[src/rtl/icache_pkg.sv]
// Shared types and widths for the instruction cache refill path.
package icache_pkg;

   // Width of one replacement beat delivered to the cache sets.
   localparam int ICACHE_BEAT_W = 64;

   // Width of one memory response word.
   localparam int MEM_WORD_W    = 32;

   // Refill controller states.
   typedef enum logic [2:0] {
      IDLE    = 3'd0,
      REQ     = 3'd1,
      COLLECT = 3'd2,
      STREAM  = 3'd3,
      SETTLE  = 3'd4
   } refill_state_t;

endpackage : icache_pkg

[src/rtl/instr_refill_line_buf.sv]
// Line buffer for one cache block: (B/8) x 64-bit distributed RAM.
// The write side takes one 32-bit memory word at a time. The word index LSB
// selects the half of the beat, so beat k holds {word[2k+1], word[2k]}.
// The read side is a registered 64-bit port indexed by beat number.
module instr_refill_line_buf
   import icache_pkg::*;
#(
   parameter int B = 64,
   localparam int WIDX_W = $clog2(B / 4),
   localparam int BIDX_W = $clog2(B / 8)
)
(
   input  logic                     i_clk,
   input  logic                     i_rst_n,
   input  logic                     i_wr_en,
   input  logic [WIDX_W-1:0]        i_wr_idx,
   input  logic [MEM_WORD_W-1:0]    i_wr_data,
   input  logic                     i_rd_en,
   input  logic [BIDX_W-1:0]        i_rd_idx,
   output logic [ICACHE_BEAT_W-1:0] o_rd_data
);

   logic [ICACHE_BEAT_W-1:0] r_mem [B/8];
   logic [ICACHE_BEAT_W-1:0] r_rd_data;
   logic [BIDX_W-1:0]        w_wr_beat;

   assign w_wr_beat = i_wr_idx[WIDX_W-1:1];

   // Write one 32-bit word into the upper or lower half of its beat.
   always_ff @(posedge i_clk) begin
      if (i_wr_en) begin
         if (i_wr_idx[0]) begin
            r_mem[w_wr_beat][ICACHE_BEAT_W-1:MEM_WORD_W] <= i_wr_data;
         end else begin
            r_mem[w_wr_beat][MEM_WORD_W-1:0] <= i_wr_data;
         end
      end
   end

   // Registered read port; cleared by reset so the replacement beat reads 0.
   always_ff @(posedge i_clk or negedge i_rst_n) begin
      if (!i_rst_n) begin
         r_rd_data <= '0;
      end else if (i_rd_en) begin
         r_rd_data <= r_mem[i_rd_idx];
      end
   end

   assign o_rd_data = r_rd_data;

endmodule : instr_refill_line_buf

[src/rtl/instr_cache_refill.sv]
// Instruction cache refill controller.
// On a fetch miss it issues one block-aligned read, collects B/4 response
// words into the line buffer, then streams B/8 contiguous 64-bit beats with
// rep_enable_o held high for the whole stream (the cache set's beat counter
// clears whenever its enable drops). One SETTLE cycle with the enable low
// follows before returning to IDLE.
// Optional feature macro: ICACHE_REFILL_PERF_EN builds the refill and stall
// cycle counters; without it both counter outputs are tied to 0.
module instr_cache_refill
   import icache_pkg::*;
#(
   parameter int B      = 64,
   parameter int ADDR_W = 32
)
(
   input  logic                     clk_i,
   input  logic                     reset_i,
   input  logic                     miss_i,
   input  logic [ADDR_W-1:0]        miss_addr_i,
   output logic                     rep_enable_o,
   output logic [ICACHE_BEAT_W-1:0] rep_word_o,
   output logic                     stall_o,
   output logic                     mem_req_o,
   output logic [ADDR_W-1:0]        mem_addr_o,
   input  logic                     mem_gnt_i,
   input  logic                     mem_rvalid_i,
   input  logic [MEM_WORD_W-1:0]    mem_rdata_i,
   output logic [31:0]              refill_cnt_o,
   output logic [31:0]              stall_cyc_o
);

   localparam int OFF_W  = $clog2(B);
   localparam int WCNT_W = $clog2(B / 4);
   localparam int SCNT_W = $clog2(B / 8);

   localparam logic [WCNT_W-1:0] WCNT_LAST = WCNT_W'(B / 4 - 1);

   refill_state_t       r_state;
   logic                r_req;
   logic [ADDR_W-1:0]   r_addr;
   logic                r_rep_en;
   logic [WCNT_W-1:0]   r_wcnt;
   logic [SCNT_W-1:0]   r_scnt;

   logic                w_wr_en;
   logic                w_rd_en;
   logic                w_stream_done;
   logic                w_unused;

   // The offset bits of the fetch address never reach the memory port.
   assign w_unused = ^miss_addr_i[OFF_W-1:0];

   // The read port is registered, so a beat appears one cycle after it is
   // addressed. Once the enable is high and the beat index has wrapped back
   // to 0, the last beat is on the output and the stream is complete.
   assign w_stream_done = r_rep_en & (r_scnt == '0);

   assign w_wr_en = (r_state == COLLECT) & mem_rvalid_i;
   assign w_rd_en = (r_state == STREAM) & ~w_stream_done;

   // Refill sequencing with registered request, address and enable outputs.
   always_ff @(posedge clk_i or negedge reset_i) begin
      if (!reset_i) begin
         r_state  <= IDLE;
         r_req    <= 1'b0;
         r_addr   <= '0;
         r_rep_en <= 1'b0;
         r_wcnt   <= '0;
         r_scnt   <= '0;
      end else begin
         case (r_state)
            IDLE: begin
               if (miss_i) begin
                  r_addr  <= {miss_addr_i[ADDR_W-1:OFF_W], {OFF_W{1'b0}}};
                  r_req   <= 1'b1;
                  r_wcnt  <= '0;
                  r_scnt  <= '0;
                  r_state <= REQ;
               end
            end
            REQ: begin
               if (mem_gnt_i) begin
                  r_req   <= 1'b0;
                  r_state <= COLLECT;
               end
            end
            COLLECT: begin
               if (mem_rvalid_i) begin
                  r_wcnt <= r_wcnt + 1'b1;
                  if (r_wcnt == WCNT_LAST) begin
                     r_state <= STREAM;
                  end
               end
            end
            STREAM: begin
               if (w_stream_done) begin
                  r_rep_en <= 1'b0;
                  r_state  <= SETTLE;
               end else begin
                  r_rep_en <= 1'b1;
                  r_scnt   <= r_scnt + 1'b1;
               end
            end
            SETTLE: begin
               r_state <= IDLE;
            end
            default: begin
               r_state <= IDLE;
            end
         endcase
      end
   end

   instr_refill_line_buf #(
      .B (B)
   ) u_line_buf (
      .i_clk     (clk_i),
      .i_rst_n   (reset_i),
      .i_wr_en   (w_wr_en),
      .i_wr_idx  (r_wcnt),
      .i_wr_data (mem_rdata_i),
      .i_rd_en   (w_rd_en),
      .i_rd_idx  (r_scnt),
      .o_rd_data (rep_word_o)
   );

   assign rep_enable_o = r_rep_en;
   assign mem_req_o    = r_req;
   assign mem_addr_o   = r_addr;
   assign stall_o      = (r_state != IDLE) | miss_i;

`ifdef ICACHE_REFILL_PERF_EN
   logic [31:0] r_refill_cnt;
   logic [31:0] r_stall_cyc;
   logic        w_refill_done;

   assign w_refill_done = (r_state == STREAM) & w_stream_done;

   // Free-running wrap-around counters of completed refills and stall cycles.
   always_ff @(posedge clk_i or negedge reset_i) begin
      if (!reset_i) begin
         r_refill_cnt <= '0;
         r_stall_cyc  <= '0;
      end else begin
         if (w_refill_done) begin
            r_refill_cnt <= r_refill_cnt + 32'd1;
         end
         if (stall_o) begin
            r_stall_cyc <= r_stall_cyc + 32'd1;
         end
      end
   end

   assign refill_cnt_o = r_refill_cnt;
   assign stall_cyc_o  = r_stall_cyc;
`else
   assign refill_cnt_o = '0;
   assign stall_cyc_o  = '0;
`endif

endmodule : instr_cache_refill

[config.mk]
export PLATFORM = sky130hd
export DESIGN_NAME = instr_cache_refill
export DESIGN_NICKNAME = d
export VERILOG_FILES = /design/src/rtl/icache_pkg.sv /design/src/rtl/instr_refill_line_buf.sv /design/src/rtl/instr_cache_refill.sv
export SDC_FILE = /design/constraint.sdc
export NUM_CORES = 1
export LEC_CHECK = 0
export ABC_CLOCK_PERIOD_IN_PS = 4490
export BUFFER_PORTS_ARGS = -buffer_cell sky130_fd_sc_hd__buf_2
export CAP_MARGIN = 30
export CORE_MARGIN = 3
export CORE_UTILIZATION = 45
export CTS_BUF_LIST = sky130_fd_sc_hd__clkbuf_4 sky130_fd_sc_hd__clkbuf_8
export DETAILED_ROUTE_END_ITERATION = 8
export MAX_ROUTING_LAYER = met4
export PLACE_DENSITY = 0.66
export SETUP_SLACK_MARGIN = 0.1
export SLEW_MARGIN = 10
export SYNTH_ARGS = -nofsm -noshare
export SYNTH_HDL_FRONTEND = slang
export SYNTH_SLANG_ARGS = --single-unit
export TNS_END_PERCENT = 100
[constraint.sdc]
create_clock -name clk_i -period 4.49 [get_ports clk_i]
set_clock_uncertainty 0.2 [all_clocks]
set_input_delay 0.449 -clock clk_i [delete_from_list [all_inputs] [get_ports clk_i]]
set_output_delay 0.449 -clock clk_i [all_outputs]
set_load 0.02 [all_outputs]
==> results by group, run 1 <==
Run
  – Max Cap Viol: 0

Route
  – DRC: 0
  – Initial DRC count: approximately 1.1k
  – Number of routed nets with antenna violations: 0
  – DRT Pass-1 Iters: 5
  – Vias: 13.49k
  – Routed wire length: 57040 µm
  – Via-to-Cell Ratio: 5.420
  – Routed wire per std cell: 22.92 µm

Global routing
  – Grt ovf: 0
  – GRT Total Usage: 20.79%
  – Global-route wire length before repair: 86480 µm
  – Largest net degree at the start of global routing: 149
  – Initial antenna violation count: 1
  – Vias in the first global route: 14.32k

CTS
  – CTS tree: yes
  – Reg clk slew, reported paths: 60 ps
  – Clock Path Buffers: 3
  – Num Clock Sinks: 614
  – Clock tree root driver cell: clkbuf_8
  – H-tree depth: 3
  – Total CTS buffers: 99
  – Post-CTS resize count: 0
  – Worst skew pair latency: 670 ps

Power and ir drop
  – Power density over the cells: approximately 600 mW/mm²
  – Pleak: 10.42 nW
  – Internal power: around 11 mW
  – Sequential Power Share: 42.6%
  – Clock power share: 28.3%
  – Net Sw Frac: 33.27%
  – Switching pwr: 5.649 mW
  – Comb pwr share: 29.1%
  – Maximum vdd ir drop: 573.9 µV

Die
  – Core Footprint: 0.05276 mm²
  – I/O pin cnt: 232
  – Die area: roughly 0.056 mm²
  – Initial Util: 45.71%
  – Chip width: approximately 240 µm
  – Rows: 84
  – Die Y: 237.5 µm

Status
  – Status: completed

STA
  – Relative slew margins: 24.36%
  – Worst-Margin Slew: ~1100 ps
  – Max Slew Vio Count: 0
  – Sum Neg Setup Slack: 0 ps
  – Final min period: 3178 ps
  – Tcrit/Tclk final: 70.77%
  – Final Hold Fails: 0
  – Final setup viols: 0
  – Fmax achieved: 314.7 MHz
  – RSZ-0062 raised after global routing: false

Logic synthesis
  – Count leader, synth: edfxtp_1
  – Yosys reg bits: slightly above 600
  – Post-synth top area share: 63.74%
  – Average size of a mapped cell: 16.73 µm²
  – Sequential share of the synthesized area: roughly 74%
  – Synth cell count leaders: edfxtp_1 (512), mux2_2 (129), mux2i_1 (129), dfrtp_1 (102), nand2_1 (86)
  – Post-synth EDFFs: between 500 and 600
  – Synth top area cells: edfxtp_1 (64%), dfrtp_1 (11%), mux2_2 (6.0%)
  – Synth Warn #: 0
  – Syn Std Cell Area: 0.02412 mm²
  – Gate Count Post-Synth: 1442
  – Ys async rst share: 16.61%
  – Synth Flop Type: edfxtp_1
  – Yosys cell types: 43
  – Cell taking the most area after synthesis: edfxtp_1

Setup path
  – Critical Path Source Type: register
  – Type of the worst setup path: reg -> reg
  – Crit end category: register
  – CP Data Arrival Time: 3320 ps
  – Crit-path max FO: 21
  – Worst Path Required: ~4600 ps

Worst hold path
  – Min-Delay Path Class: in -> async

Finish
  – Area growth from synthesis to final layout: 18.23%
  – Layout cells sized above 1: roughly 29%
  – Fillcell total: 4176
  – Layout Nets: 1787
  – Post-layout instance area: 0.02852 mm²

Placed design
  – Cell Area, Placed: roughly 0.026 mm²
  – HPWL after DPL: 30890 µm
  – Port bufs: 155
  – Routability cong.: roughly 0.73
## registers in the layout (all words and copies together) (netlist names)
name / count
mem_addr_o: 26
mem_req_o: 1
r_scnt: 3
r_state: 3
r_wcnt: 4
rep_enable_o: 1
u_line_buf.o_rd_data: 64
u_line_buf.r_mem: 512
## layout by cell type, fill, tap and decap left out, types with 47 or more instances in the layout
cell	count
a22o_1	67
edfxtp_1	512
clkbuf_8	107
o21ai_0	66
dlygate4sd3_1	74
buf_2	154
o22ai_1	64
mux2i_1	129
clkbuf_4	47
nand2_1	85
dfrtp_1	101
o31ai_1	65
mux2_2	129
conb_1	70
## worst paths after layout
path                       slack (ps)  cells after the start                                   end                        from
hold / removal                    220                      2  u_line_buf.o_rd_data[52]$_DFFE_PN0P_                     reset_i
max in group asynchronous        2750                      3  u_line_buf.o_rd_data[48]$_DFFE_PN0P_                     reset_i
hold reg to reg                   270                      2            mem_addr_o[20]$_DFFE_PN0P_  mem_addr_o[20]$_DFFE_PN0P_
setup / recovery                 1310                      4     u_line_buf.r_mem[4][11]$_DFFE_PP_      r_state[1]$_DFFE_PN0P_
setup reg to reg                 1310                      4     u_line_buf.r_mem[4][11]$_DFFE_PP_      r_state[1]$_DFFE_PN0P_
min in group clk_i                270                      2            mem_addr_o[20]$_DFFE_PN0P_  mem_addr_o[20]$_DFFE_PN0P_
## per-stage QoR
step | total power, mW | hold WS (ps) | worst slack, ps | util (%) | cells
after global routing | 17.76 | 244.2 | 1198 | 54.05 | 2488
after detailed placement | 12.23 | 257.4 | 1358 | 48.70 | 2226
final | 16.98 | 220.4 | 1312 | 54.05 | 2489
after floorplan | 10.55 | -46.59 | 275.0 | - | 1511
after global placement | 12.04 | 254.8 | 1373 | 48.28 | 2216
after CTS | 17.11 | 189.5 | 1299 | 53.94 | 2485
## logic make-up after synthesis
group                    count (synthesis)  synth area share (%)
adder cells (fa/ha/maj)                  3                0.1556
buffers and inverters                  166                 3.968
other                                    1               0.01555
AO/OA/AOI/OAI                          273                 7.812
multiplexers                           258                 11.38
AND/OR/NAND/NOR                        127                 2.345
flip-flops                             614                 74.33
## power by group through the flow
stage          clock, mW  combinational, mW  sequential (mW)
2_1_floorplan          0               2.91             7.65
3_3_place_gp           0               4.72             7.31
3_5_place_dp           0               4.89             7.34
4_1_cts             4.90               4.97             7.23
5_1_grt             5.17               5.29             7.30
6_report            4.80               4.94             7.24
## layout make-up
cell class	instances	area (µm²)	share of cell area, %
antenna	2	5.005	0.01755
clock buffer	154	1826	6.401
clock inverter	31	198.9	0.6976
inverter	6	22.52	0.07897
multi-input combinational	731	5647	19.80
sequential	614	17930	62.88
tap	688	860.8	3.019
timing repair buffer	263	2027	7.108
## what timing repair did
item / CTS / global route
endpoints found under the hold margin: 602 / 0
hold buffers: 74 / 0
endpoints found under the setup margin: 0 / 0
buffers inserted: 0 / 0
## routing by layer
layer	GRT usage [%]	part of all wire [%]
met1	25.75	42
met2	35.70	52
met3	3.365	4.5
met4	5.752	1.6
met5	-	0
## worst max-delay path, stage by stage, from the launching register on
cell,delay [ps]
dfrtp_1,620
and4bb_2,370
or3b_2,590
nor2_4,690
buf_4,360
No activity file was read; power rests on OpenSTA's default activity.
==> run 2: changes to the inputs <==
- ABC_CLOCK_PERIOD_IN_PS: 4490 -> 2910
- clock period: 4.49 -> 2.91 ns (I/O delays scaled with it)
==> run 2 against run 1 <==
Critical path type unchanged. Non-clock buffer count is 1 lower. Critical endpoint is now r_state[0]$_DFFE_PN0P_. Clock power is 56% higher. Largest power group unchanged. Largest cell class unchanged. Sequential cell count stayed put.
==> results by group, run 2 (synthesis gave the netlist of run 1 again) <==
Status
  – Status: completed (unchanged)

Power and ir drop
  – Maximum vdd ir drop: 741.5 µV (was 573.9 µV)
  – Power density over the cells: 923.9 mW/mm² (was 595.3 mW/mm²)
  – Pleak: 10.41 nW (was 10.42 nW)
  – Total power: 26.36 mW (was 16.98 mW)

Setup path
  – Worst reg2reg setup slack: 390 ps (was 1310 ps)
  – Reg-to-Reg End: r_state[0]$_DFFE_PN0P_ (was u_line_buf.r_mem[4][11]$_DFFE_PP_)
  – Critical Path Source Type: register (unchanged)
  – Crit end category: register (unchanged)
  – CP Data Arrival Time: 2910 ps (was 3320 ps)
  – Slowest cell on crit path: dlygate4sd3_1 (was nor2_4)
  – Type of the worst setup path: reg -> reg (unchanged)
  – Largest stage delay, worst path: 560 ps (was 690 ps)
  – Crit-path max FO: 20 (was 21)
  – Worst r2r path cells: 7 (was 4)
  – Cell Chain, Critical Path: inv_1, ha_1, and3b_2, or2_2, buf_4, a32oi_1, dlygate4sd3_1 (was and4bb_2, or3b_2, nor2_4, buf_4)
  – Worst Path Required: 3300 ps (was 4630 ps)
  – R2R Path Start: r_scnt[1]$_DFFE_PN0P_ (was r_state[1]$_DFFE_PN0P_)
  – Critical path origin: r_scnt[1]$_DFFE_PN0P_ (was r_state[1]$_DFFE_PN0P_)

CTS
  – CTS tree: yes (unchanged)
  – Total CTS buffers: 98 (was 99)
  – Clock tree root driver cell: clkbuf_8 (unchanged)
  – Worst skew pair latency: 670 ps (about the same)
  – Reg clk slew, reported paths: 60 ps (about the same)
  – Clock Path Buffers: 3 (unchanged)
  – H-tree depth: 3 (unchanged)
  – Num Clock Sinks: 614 (unchanged)

Global routing
  – Vias in the first global route: 13.74k (was 14.32k)
  – Largest net degree at the start of global routing: 127 (was 149)
  – Initial antenna violation count: 3 (was 1)
  – GRT Total Usage: 20.52% (was 20.79%)
  – Grt ovf: 0 (unchanged)
  – Global-route wire length before repair: 84850 µm (was 86480 µm)

Finish
  – Max reg flops: 512 (unchanged)
  – Post-layout instance area: 0.02853 mm² (was 0.02852 mm²)
  – Biggest register: u_line_buf.r_mem (unchanged)
  – Area growth from synthesis to final layout: 18.28% (was 18.23%)
  – Layout cells sized above 1: 29.02% (was 28.52%)
  – Layout Nets: 1785 (was 1787)
  – Commonest non-fill, non-tap cell in the layout: edfxtp_1 (unchanged)
  – Commonest cells after routing, fill and taps aside: edfxtp_1 (512), buf_2 (154), mux2_2 (129), mux2i_1 (129), clkbuf_8 (110) (was edfxtp_1 (512), buf_2 (154), mux2_2 (129), mux2i_1 (129), clkbuf_8 (107))

STA
  – Max Slew Vio Count: 0 (unchanged)
  – Fmax achieved: 396.6 MHz (was 314.7 MHz)
  – Worst-Margin Slew: 1018 ps (was 1135 ps)
  – Relative slew margins: 32.15% (was 24.36%)
  – RSZ-0062 raised after global routing: false (unchanged)
  – Final min period: 2521 ps (was 3178 ps)
  – Setup WS post-layout: 388.8 ps (was 1312 ps)
  – Sum Neg Setup Slack: 0 ps (unchanged)
  – Tcrit/Tclk final: 86.64% (was 70.77%)
  – Final Hold Fails: 0 (unchanged)
  – Final setup viols: 0 (unchanged)

Die
  – I/O pin cnt: 232 (unchanged)
  – Die Y: 237.5 µm (unchanged)
  – Core Footprint: 0.05276 mm² (unchanged)
  – Chip width: 237.5 µm (unchanged)
  – Die area: 0.05641 mm² (unchanged)
  – Initial Util: 45.71% (unchanged)
  – Rows: 84 (unchanged)

Route
  – DRT Pass-1 Iters: 5 (unchanged)
  – DRC: 0 (unchanged)
  – Initial DRC count: 1087 (was 1092)
  – Routed wire per std cell: 22.65 µm (was 22.92 µm)
  – Vias: 13.42k (was 13.49k)
  – Number of routed nets with antenna violations: 0 (unchanged)
  – Via-to-Cell Ratio: 5.393 (was 5.420)
  – Routed wire length: 56370 µm (was 57040 µm)

Run
  – Max Cap Viol: 0 (unchanged)

Placed design
  – DP Worst Slack: 534.9 ps (was 1358 ps)
  – HPWL after DPL: 30140 µm (was 30890 µm)
  – Cell Area, Placed: 0.02582 mm² (was 0.02569 mm²)
  – Routability cong.: 0.7513 (was 0.7332)
  – Port bufs: 155 (unchanged)

Worst hold path
  – Min-Delay Path Class: in -> async (unchanged)
==> run 2: critical path, delay by kind of cell, from the launching register on <==
| kind | cells | cell delay (ps) |
|---|---|---|
| AOI/OAI and AO/OA | 1 | 190 |
| adders and majority gates | 1 | 180 |
| buffers and inverters | 3 | 880 |
| DFF | 1 | 500 |
| and+or+nand+nor | 2 | 500 |
==> run 2: where the power goes <==
group / switching, mW / internal [mW] / leakage (nW) / total, mW
clock network: 3.34 / 4.16 / 1.09 / 7.51
logic: 4.83 / 2.94 / 3.45 / 7.77
registers: 0.582 / 10.5 / 5.87 / 11.1
==> run 2: metal layers <==
layer  track usage, %  up-vias  part of all wire, %
met5                -        -                    0
met4            6.416        0                  2.0
met3            3.620       60                  5.3
met2            34.27      429                   50
met1            25.78     6887                   42
li1                 -     6047                    -
==> run 2: how the worst max path moves through the flow <==
stage,to,slack (ps),depth (start not counted)
5_1_grt,r_state[0]$_DFFE_PN0P_,260,7
3_5_place_dp,u_line_buf.o_rd_data[17]$_DFFE_PN0P_,530,6
4_1_cts,r_state[0]$_DFFE_PN0P_,370,7
2_1_floorplan,u_line_buf.r_mem[3][0]$_DFFE_PP_,-90,4
6_report,r_state[0]$_DFFE_PN0P_,390,7
3_3_place_gp,u_line_buf.r_mem[0][0]$_DFFE_PP_,600,4
==> run 2: stage by stage <==
stage	hold WS (ps)	cells	utilization [%]
2_1_floorplan	-204.6	1511	-
3_3_place_gp	192.6	2237	48.95
3_5_place_dp	193.1	2237	48.95
4_1_cts	32.38	2487	54.06
5_1_grt	80.04	2489	54.07
6_report	44.92	2489	54.07
==> run 2: layout make-up <==
cell class	count	area (µm²)
timing repair buffer	262	1992
fill	4221	24230
tap	688	860.8
inverter	6	22.52
multi-input combinational	731	5659
sequential	614	17930
clock inverter	38	257.7
antenna	2	5.005
clock buffer	148	1799
==> run 2: repair_timing <==
action                                 in CTS  in global routing
endpoints found under the hold margin     630                  0
hold buffers                               64                  0
gates resized for setup                     0                  0
buffers inserted                            0                  0
==> run 3: changes to the inputs <==
- CORE_UTILIZATION: 45 -> 40
- PLACE_DENSITY: 0.66 -> not set
==> run 3 against run 2 <==
Total power is 1.9% higher. Clock-buffer cell count is 22 higher. Via count is 2.0% higher. Sequential power hardly changed. Final cell count is 5.0% higher. Highest routed layer unchanged. Critical endpoint unchanged. Largest power group unchanged. Utilization is 5.0 points lower. Register-to-register slack hardly changed.
==> results by group, run 3 (synthesis gave the netlist of run 1 again) <==
Status
  – Status: completed (unchanged)

Placed design
  – Routability cong.: 0.7498 (was 0.7513)
  – HPWL after DPL: 31810 µm (was 30140 µm)
  – DP Worst Slack: 579.6 ps (was 534.9 ps)
  – Cell Area, Placed: 0.02602 mm² (was 0.02582 mm²)
  – Port bufs: 155 (unchanged)

Run
  – Max Cap Viol: 0 (unchanged)

Power and ir drop
  – Maximum vdd ir drop: 619.7 µV (was 741.5 µV)
  – Internal power: 18.00 mW (was 17.60 mW)
  – Comb pwr share: 29.5% (about the same)
  – Net Sw Frac: 32.99% (was 33.21%)
  – Power density over the cells: 922.9 mW/mm² (was 923.9 mW/mm²)
  – Switching pwr: 8.860 mW (was 8.752 mW)
  – Pleak: 10.59 nW (was 10.41 nW)
  – Sequential Power Share: 41.3% (was 42.1%)
  – Clock power share: 29.2% (was 28.5%)

Setup path
  – Critical Path Source Type: register (unchanged)
  – CP Data Arrival Time: 2960 ps (was 2910 ps)
  – Worst reg2reg setup slack: 380 ps (was 390 ps)
  – R2R Path Start: r_scnt[1]$_DFFE_PN0P_ (unchanged)
  – Worst r2r path cells: 7 (unchanged)
  – Type of the worst setup path: reg -> reg (unchanged)
  – Worst Path Required: 3340 ps (was 3300 ps)
  – Reg-to-Reg End: r_state[0]$_DFFE_PN0P_ (unchanged)
  – Crit-path max FO: 22 (was 20)
  – Crit end category: register (unchanged)

STA
  – Final setup viols: 0 (unchanged)
  – Fmax achieved: 395.9 MHz (was 396.6 MHz)
  – Sum Neg Setup Slack: 0 ps (unchanged)
  – Final Hold Fails: 0 (unchanged)
  – Max Slew Vio Count: 0 (unchanged)
  – Relative slew margins: 34.38% (was 32.15%)
  – Tcrit/Tclk final: 86.81% (was 86.64%)
  – Setup WS post-layout: 384.0 ps (was 388.8 ps)
  – Final min period: 2526 ps (was 2521 ps)
  – Worst-Margin Slew: 984.3 ps (was 1018 ps)
  – RSZ-0062 raised after global routing: false (unchanged)

Die
  – Initial Util: 40.64% (was 45.71%)
  – Die Y: 251.6 µm (was 237.5 µm)
  – Die area: 0.06328 mm² (was 0.05641 mm²)
  – Chip width: 251.6 µm (was 237.5 µm)
  – Rows: 89 (was 84)
  – I/O pin cnt: 232 (unchanged)
  – Core Footprint: 0.05935 mm² (was 0.05276 mm²)

Global routing
  – Initial antenna violation count: 1 (was 3)
  – GRT Total Usage: 19.31% (was 20.52%)
  – Vias in the first global route: 14.19k (was 13.74k)
  – Global-route wire length before repair: 88840 µm (was 84850 µm)
  – Grt ovf: 0 (unchanged)
  – Largest net degree at the start of global routing: 125 (was 127)

CTS
  – CTS tree: yes (unchanged)
  – H-tree depth: 3 (unchanged)
  – Clock Path Buffers: 3 (unchanged)
  – Post-CTS setup repair buffer count: 0 (unchanged)
  – Post-CTS resize count: 0 (unchanged)
  – Hold Buf Count CTS: 91 (was 64)
  – Worst skew pair latency: 700 ps (was 670 ps)
  – Reg clk slew, reported paths: 60 ps (about the same)
  – Clock tree root driver cell: clkbuf_8 (unchanged)
  – Num Clock Sinks: 614 (unchanged)
  – Total CTS buffers: 102 (was 98)

Worst hold path
  – Hold EP: mem_addr_o[22]$_DFFE_PN0P_
  – Hold path cells: 4
  – Min-Delay Path Class: in -> reg (was in -> async)
  – Hold wc startpoint: miss_addr_i[22]

Finish
  – Commonest cells after routing, fill and taps aside: edfxtp_1 (512), buf_2 (154), mux2_2 (129), mux2i_1 (129), clkbuf_8 (114) (was edfxtp_1 (512), buf_2 (154), mux2_2 (129), mux2i_1 (129), clkbuf_8 (110))
  – Multi-input gate area: 0.005659 mm² (unchanged)
  – Max reg flops: 512 (unchanged)
  – Area growth from synthesis to final layout: 20.65% (was 18.28%)
  – Post-layout instance area: 0.02910 mm² (was 0.02853 mm²)
  – Commonest non-fill, non-tap cell in the layout: edfxtp_1 (unchanged)
  – Layout Nets: 1826 (was 1785)
  – Layout cells sized above 1: 29.62% (was 29.02%)
  – Biggest register: u_line_buf.r_mem (unchanged)
  – Reg area: 0.01793 mm² (unchanged)
  – Fillcell total: 4977 (was 4221)

Route
  – Routed wire per std cell: 22.84 µm (was 22.65 µm)
  – DRT Pass-1 Iters: 5 (unchanged)
  – Routed wire length: 59710 µm (was 56370 µm)
  – Vias: 13.69k (was 13.42k)
  – Via-to-Cell Ratio: 5.236 (was 5.393)
  – Initial DRC count: 893 (was 1087)
  – DRC: 0 (unchanged)
  – Number of routed nets with antenna violations: 0 (unchanged)
## run 3: cell types whose count changed in the layout (fill, tap and decap cells not counted), moves of 2 or more
| cell | previous run | this run |
|---|---|---|
| clkinv_1 | 18 | 10 |
| buf_12 | 20 | 22 |
| buf_4 | 24 | 33 |
| clkbuf_4 | 38 | 56 |
| clkbuf_8 | 110 | 114 |
| clkinv_2 | 11 | 2 |
| dlygate4sd3_1 | 64 | 90 |
## run 3: area by class of cell
cell class	count	share of cell area (%)
repair buffers	299	8.109
diodes	1	0.008600
multi-input cells	731	19.45
well taps	773	3.324
inverters	6	0.07740
clock buffers	170	6.837
clock inverters	20	0.5762
flip-flops and latches	614	61.62
## run 3: worst max-delay path, cell delays in order (launching register included)
cell and delay (ps):
dfrtp_1 500, inv_1 80, ha_1 180, and3b_2 220, or2_2 280, buf_4 240
a32oi_1 200, dlygate4sd3_1 560
## run 3: power by group through the flow
| stage | sequential, mW | clock, mW | combinational [mW] |
|---|---|---|---|
| 2_1_floorplan | 11.8 | 0 | 4.51 |
| 3_3_place_gp | 11.2 | 0 | 7.70 |
| 3_5_place_dp | 11.3 | 0 | 7.78 |
| 4_1_cts | 11.1 | 8.04 | 7.95 |
| 5_1_grt | 11.2 | 8.44 | 8.49 |
| 6_report | 11.1 | 7.84 | 7.92 |
## run 3: metal layers
metal	share of wire (%)	up-vias	routed length (µm)	global-route usage, %
li1	-	6121	-	-
met1	42	7029	25270	23.92
met2	51	437	30280	32.48
met3	4.9	100	2929	3.474
met4	2.1	0	1239	5.951
met5	0	-	0	-
## run 3: worst max path at each step
stage	startpoint	endpoint	cells after the start
global placement	r_state[2]$_DFFE_PN0P_	u_line_buf.r_mem[0][7]$_DFFE_PP_	4
finish	r_scnt[1]$_DFFE_PN0P_	r_state[0]$_DFFE_PN0P_	7
detailed placement	r_state[2]$_DFFE_PN0P_	u_line_buf.r_mem[0][7]$_DFFE_PP_	4
floorplan	r_state[0]$_DFFE_PN0P_	u_line_buf.r_mem[3][0]$_DFFE_PP_	4
global route	r_scnt[1]$_DFFE_PN0P_	r_state[0]$_DFFE_PN0P_	7
CTS	r_scnt[1]$_DFFE_PN0P_	r_state[0]$_DFFE_PN0P_	7
## run 3: through the flow
stage                     instances  hold WS, ps  util (%)  total power, mW
after detailed placement       2332        87.59     43.84            19.05
after global placement         2332        85.64     43.84            18.94
after global routing           2614        158.3     49.03            28.13
after CTS                      2613        107.0     49.02            27.11
final                          2614        173.5     49.03            26.86
after floorplan                1511       -204.6         -            16.30
